$ cat src/rtl/pl_hazard_unit_pkg.sv
// Shared types for the pipeline hazard unit: register address width,
// forwarding-select encodings, load marker and the scoreboard entry layout.
package pl_pkg;

    localparam int REG_ADDR_W = 5;

    typedef enum logic [1:0] {
        FWD_RF = 2'b00,
        FWD_W  = 2'b01,
        FWD_M  = 2'b10
    } fwdSel_e;

    localparam logic [1:0] RES_LOAD = 2'b01;

    typedef struct packed {
        logic [REG_ADDR_W-1:0] rs1;
        logic [REG_ADDR_W-1:0] rs2;
        logic [REG_ADDR_W-1:0] rd;
        logic                  regWrite;
        logic                  isLoad;
    } sbEntry_t;

    // An entry produces a value for src when it writes a non-x0 register equal to src.
    function automatic logic writesReg(sbEntry_t e, logic [REG_ADDR_W-1:0] src);
        return e.regWrite && (e.rd != '0) && (e.rd == src);
    endfunction

endpackage

$ cat src/rtl/hz_scoreboard.sv
// Three-deep E/M/W shadow of the pipeline's register usage; a flush of E
// inserts an all-zero bubble in place of the decode fields.
module hz_scoreboard
    import pl_pkg::*;
(
    input  logic     clk,
    input  logic     reset,
    input  logic     flushE,
    input  sbEntry_t entryD,
    output sbEntry_t entryE,
    output sbEntry_t entryM,
    output sbEntry_t entryW
);

    always_ff @(posedge clk) begin
        if (reset) begin
            entryE <= '0;
            entryM <= '0;
            entryW <= '0;
        end else begin
            entryE <= flushE ? '0 : entryD;
            entryM <= entryE;
            entryW <= entryM;
        end
    end

endmodule

$ cat src/rtl/pl_hazard_unit.sv
// Hazard detection, operand forwarding and stall/flush performance counters
// for a 5-stage pipeline; outputs are combinational from scoreboard + decode.
module pl_hazard_unit
    import pl_pkg::*;
#(
    parameter int FWD_EN   = 1,
    parameter int LOAD_LAT = 1,
    parameter int CNT_W    = 32
) (
    input  logic                  clk,
    input  logic                  reset,
    input  logic [REG_ADDR_W-1:0] Rs1D,
    input  logic [REG_ADDR_W-1:0] Rs2D,
    input  logic [REG_ADDR_W-1:0] RdD,
    input  logic                  RegWriteD,
    input  logic [1:0]            ResultSrcD,
    input  logic                  PCSrcE,
    output logic                  StallF,
    output logic                  StallD,
    output logic                  FlushD,
    output logic                  FlushE,
    output logic [1:0]            ForwardAE,
    output logic [1:0]            ForwardBE,
    output logic [CNT_W-1:0]      StallCnt,
    output logic [CNT_W-1:0]      FlushCnt
);

    localparam logic [1:0] LAT_M1 = 2'(LOAD_LAT - 1);

    sbEntry_t   entryD, entryE, entryM, entryW;
    logic [1:0] stallCtr, stallCtrNext;
    logic       matchE, matchM, loadUse, hazStall;
    fwdSel_e    fwdA, fwdB;

    assign entryD = '{rs1: Rs1D, rs2: Rs2D, rd: RdD, regWrite: RegWriteD,
                      isLoad: (ResultSrcD == RES_LOAD)};

    hz_scoreboard uScoreboard (
        .clk   (clk),
        .reset (reset),
        .flushE(FlushE),
        .entryD(entryD),
        .entryE(entryE),
        .entryM(entryM),
        .entryW(entryW)
    );

    always_comb begin
        fwdA = FWD_RF;
        fwdB = FWD_RF;
        if (FWD_EN != 0) begin
            if (writesReg(entryM, entryE.rs1))      fwdA = FWD_M;
            else if (writesReg(entryW, entryE.rs1)) fwdA = FWD_W;
            if (writesReg(entryM, entryE.rs2))      fwdB = FWD_M;
            else if (writesReg(entryW, entryE.rs2)) fwdB = FWD_W;
        end
    end

    assign ForwardAE = fwdA;
    assign ForwardBE = fwdB;

    always_comb begin
        matchE   = writesReg(entryE, Rs1D) || writesReg(entryE, Rs2D);
        matchM   = writesReg(entryM, Rs1D) || writesReg(entryM, Rs2D);
        loadUse  = 1'b0;
        hazStall = 1'b0;
        if (FWD_EN != 0) begin
            loadUse  = matchE && entryE.isLoad;
            hazStall = loadUse || (stallCtr != '0);
        end else begin
            // Write-through register file: a W producer is already visible to D.
            hazStall = matchE || matchM;
        end

        stallCtrNext = '0;
        if (PCSrcE)               stallCtrNext = '0;
        else if (stallCtr != '0)  stallCtrNext = stallCtr - 2'd1;
        else if (loadUse)         stallCtrNext = LAT_M1;
    end

    // A redirect wins over any stall in the same cycle.
    assign StallF = hazStall && !PCSrcE;
    assign StallD = hazStall && !PCSrcE;
    assign FlushD = PCSrcE;
    assign FlushE = hazStall || PCSrcE;

    always_ff @(posedge clk) begin
        if (reset) begin
            stallCtr <= '0;
            StallCnt <= '0;
            FlushCnt <= '0;
        end else begin
            stallCtr <= stallCtrNext;
            if (StallD) StallCnt <= StallCnt + CNT_W'(1);
            if (PCSrcE) FlushCnt <= FlushCnt + CNT_W'(1);
        end
    end

endmodule

$ cat config.mk
export PLATFORM = sky130hd
export DESIGN_NAME = pl_hazard_unit
export DESIGN_NICKNAME = d
export VERILOG_FILES = /design/src/rtl/pl_hazard_unit_pkg.sv /design/src/rtl/hz_scoreboard.sv /design/src/rtl/pl_hazard_unit.sv
export SDC_FILE = /design/constraint.sdc
export NUM_CORES = 1
export LEC_CHECK = 0
export ABC_AREA = 1
export CAP_MARGIN = 20
export CORE_AREA = 4 4 105 107
export CTS_BUF_LIST = sky130_fd_sc_hd__clkbuf_2 sky130_fd_sc_hd__clkbuf_4 sky130_fd_sc_hd__clkbuf_8
export DETAILED_ROUTE_END_ITERATION = 6
export DIE_AREA = 0 0 109 111
export PLACE_DENSITY = 0.8
export SLEW_MARGIN = 10
export SYNTH_ARGS = -nofsm -noshare
export SYNTH_HDL_FRONTEND = slang
export SYNTH_SLANG_ARGS = --single-unit
$ cat constraint.sdc
create_clock -name clk -period 1.6 [get_ports clk]
set_clock_uncertainty 0.05 [all_clocks]
set_input_delay 0.16 -clock clk [delete_from_list [all_inputs] [get_ports clk]]
set_output_delay 0.16 -clock clk [all_outputs]
set_load 0.005 [all_outputs]
==> metrics.txt <==
latest clock arrival within the worst-skew pair about 0.37 ns; worst path required time between 1 and 1.5 ns; fill count around 740; CTS buffer count 9; crit path from uScoreboard.entryE[6]; final total power between 0.004 and 0.005 W; setup repair after global routing missed its margin yes; setup ws final -0.227 ns; slowest stage delay, CP 0.45 ns; First DRT Iteration DRCs 343; Post-Synthesis Cell Area 0.00485 sq mm; Leak about 3.2 nW; placed cell area about 0.0065 sq mm; Avg Vias per Cell ~5.3; Mapped Cells around 730; Slowest cell on crit path dfxtp_1; Yosys warnings 0; crit-path max FO 4; vias in the first global route about 5600; f_max 0.547 GHz; # diodes 0; via count roughly 5600; Worst Hold Class in -> reg; Mean Syn Cell Area around 6.7 sq um; Slew Limit Fails 0; hold_buf cts 0; Synth Register Bits 95; failing checks setup timing; Worst Setup End Kind primary output; row count 37; Hold Path Origin RdD[0]; Syn Nets around 750; Tightest Pin Transition 0.427 ns; EDFF count, synth 0; first-pass GRT wire length 25300 um; Critical Path AT ~1.6 ns; # IOs 93; Design Area, Final 0.00755 sq mm; total iterations of the first detailed-routing run 5; most frequent cells in the layout nand2_1, nor2_1, buf_4, clkdlybuf4s50_1, inv_1; Tcrit/Tclk final 114%; layout cells sized above 1 between 30% and 40%; dpl hpwl 10200 um; Reg2Reg Setup Slack -0.19 ns; min Tclk post-route roughly 1.8 ns; Max Cap Viol 0; CTS tree done; P&R area growth vs syn 55.6%; die area between 0.01 and 0.015 sq mm; core area 0.0101 sq mm; final hold slack between 0.2 and 0.3 ns; Post-synth top flop dfxtp_1; # nets final 946; Slew HR a little under three quarters; CTS Sinks 95; register area share after synthesis between 30% and 40%; Die H 111 um; Final setup viols 56; Worst R2R Start uScoreboard.entryE[5]; ys async rst share 0%; Fin. Hold Viols 0; crit path kind reg -> out; Clock Pin Slew Worst Setup and Hold Paths around 0.080 ns; Setup crit start kind flip-flop; H-tree depth 3; worst-path cell chain xnor2_1 > nand3_1 > nand2_1 > nand2_2 > nand2_4 > inv_4 > nor2_4 > buf_2; gpl congestion about 0.95; Sequential Area a little under 0.002 sq mm; DRT Wirelength between 15000 and 20000 um; starting density of the core around 48%; die width 109 um; clock root cell clkbuf_8; outcome finished with violations; Routed wire per std cell between 10 and 15 um; initial antenna violation count 0; DR DRC count 0; most common cell after layout, fill and taps aside nand2_1; Multi-input gate area ~0.0030 sq mm; gr usage total roughly 25%; Pwr Density roughly 600 mW/mm^2; total gr overflow 0; largest net degree at the start of global routing 37; PortBufs between 90 and 100; Yosys cell types 37; VDD IR max ~0.00049 V; CTS Buffer Depth 2; antenna viol nets, final 0
## Yosys cell counts, types with 6 or more instances
master	number	area, sq um
a21oi_1	52	260
nand3_1	64	320
xor2_1	6	52.6
xnor2_1	17	149
o21ai_0	9	45.0
buf_4	9	67.6
nand4_1	17	106
nand2_1	162	608
nor3_1	22	110
dfxtp_1	95	1900
inv_1	81	304
nor2_1	144	541
clkbuf_1	6	22.5
## state kept, by name, summed over array words and instances, names as in the netlist
| signal | cells |
|---|---|
| uScoreboard.entryM | 6 |
| uScoreboard.entryW | 6 |
| StallCnt | 32 |
| FlushCnt | 32 |
| stallCtr | 2 |
| uScoreboard.entryE | 17 |
## what timing repair did
item / CTS / global route
pin swaps: 23 / 26
buffers inserted: 6 / 10
cloned: 6 / 0
gates resized for setup: 112 / 112
endpoints found under the setup margin: 70 / 88
## final timing paths
path / depth (start not counted) / to
hold reg to reg: 1 / stallCtr[0]
setup / recovery: 8 / StallD
setup reg to reg: 13 / uScoreboard.entryE[1]
hold / removal: 3 / uScoreboard.entryE[2]
## routing by layer
metal | track usage, % | share of wire (%) | vias to the layer above
met1 | 30.8 | 39 | 2556
li1 | - | - | 2716
met4 | 10.4 | 3.1 | 0
met2 | 43.6 | 51 | 262
met3 | 4.19 | 7.1 | 61
met5 | 0 | 0 | -
## worst max-delay path, delay by kind of cell, from the launching register on
| family | cells | cell delay [ns] |
|---|---|---|
| xor gates and xnor gates | 1 | 0.18 |
| DFF | 1 | 0.45 |
| and+or+nand+nor | 5 | 0.45 |
| buffers and inverters | 2 | 0.17 |
## through the flow
step | worst slack [ns] | utilization (%) | std cells | setup TNS, ns
floorplan | 0.0186 | - | 729 | 0
global placement | -0.520 | 64.4 | 1025 | -25.04
detailed placement | -0.585 | 64.4 | 1025 | -29.04
CTS | -0.221 | 70.3 | 1052 | -4.89
global route | -0.323 | 74.4 | 1062 | -12.81
finish | -0.227 | 74.4 | 1062 | -6.94
## cell type report
| class | instances | share of cell area (%) |
|---|---|---|
| Clock buffer | 10 | 1.74 |
| Clock inverter | 5 | 0.779 |
| Inverter | 83 | 4.19 |
| Sequential cell | 95 | 26.2 |
| Tap cell | 136 | 2.26 |
| Timing Repair Buffer | 203 | 25.7 |
| Multi-Input combinational cell | 530 | 39.1 |
## report_power, final
group | internal, W | leakage [nW] | switching, W | total, W
Clock | 0.000735 | 0.0922 | 0.000862 | 0.00160
Sequential | 0.00239 | 0.794 | 0.0000305 | 0.00242
Combinational | 0.000223 | 2.31 | 0.000210 | 0.000433
Total | 0.00335 | 3.20 | 0.00110 | 0.00445
## kinds of logic (layout without fill, tap and decap cells)
family	after synthesis	in the layout	share of synthesized area (%)
adder cells (fa/ha/maj)	3	3	0.774
AND/OR/NAND/NOR	432	432	39.1
XOR/XNOR	23	23	4.15
AO/OA/AOI/OAI	72	72	7.95
buffers and inverters	104	301	8.80
flip-flops	95	95	39.2
Note: power is estimated with default switching activity, not from simulation.
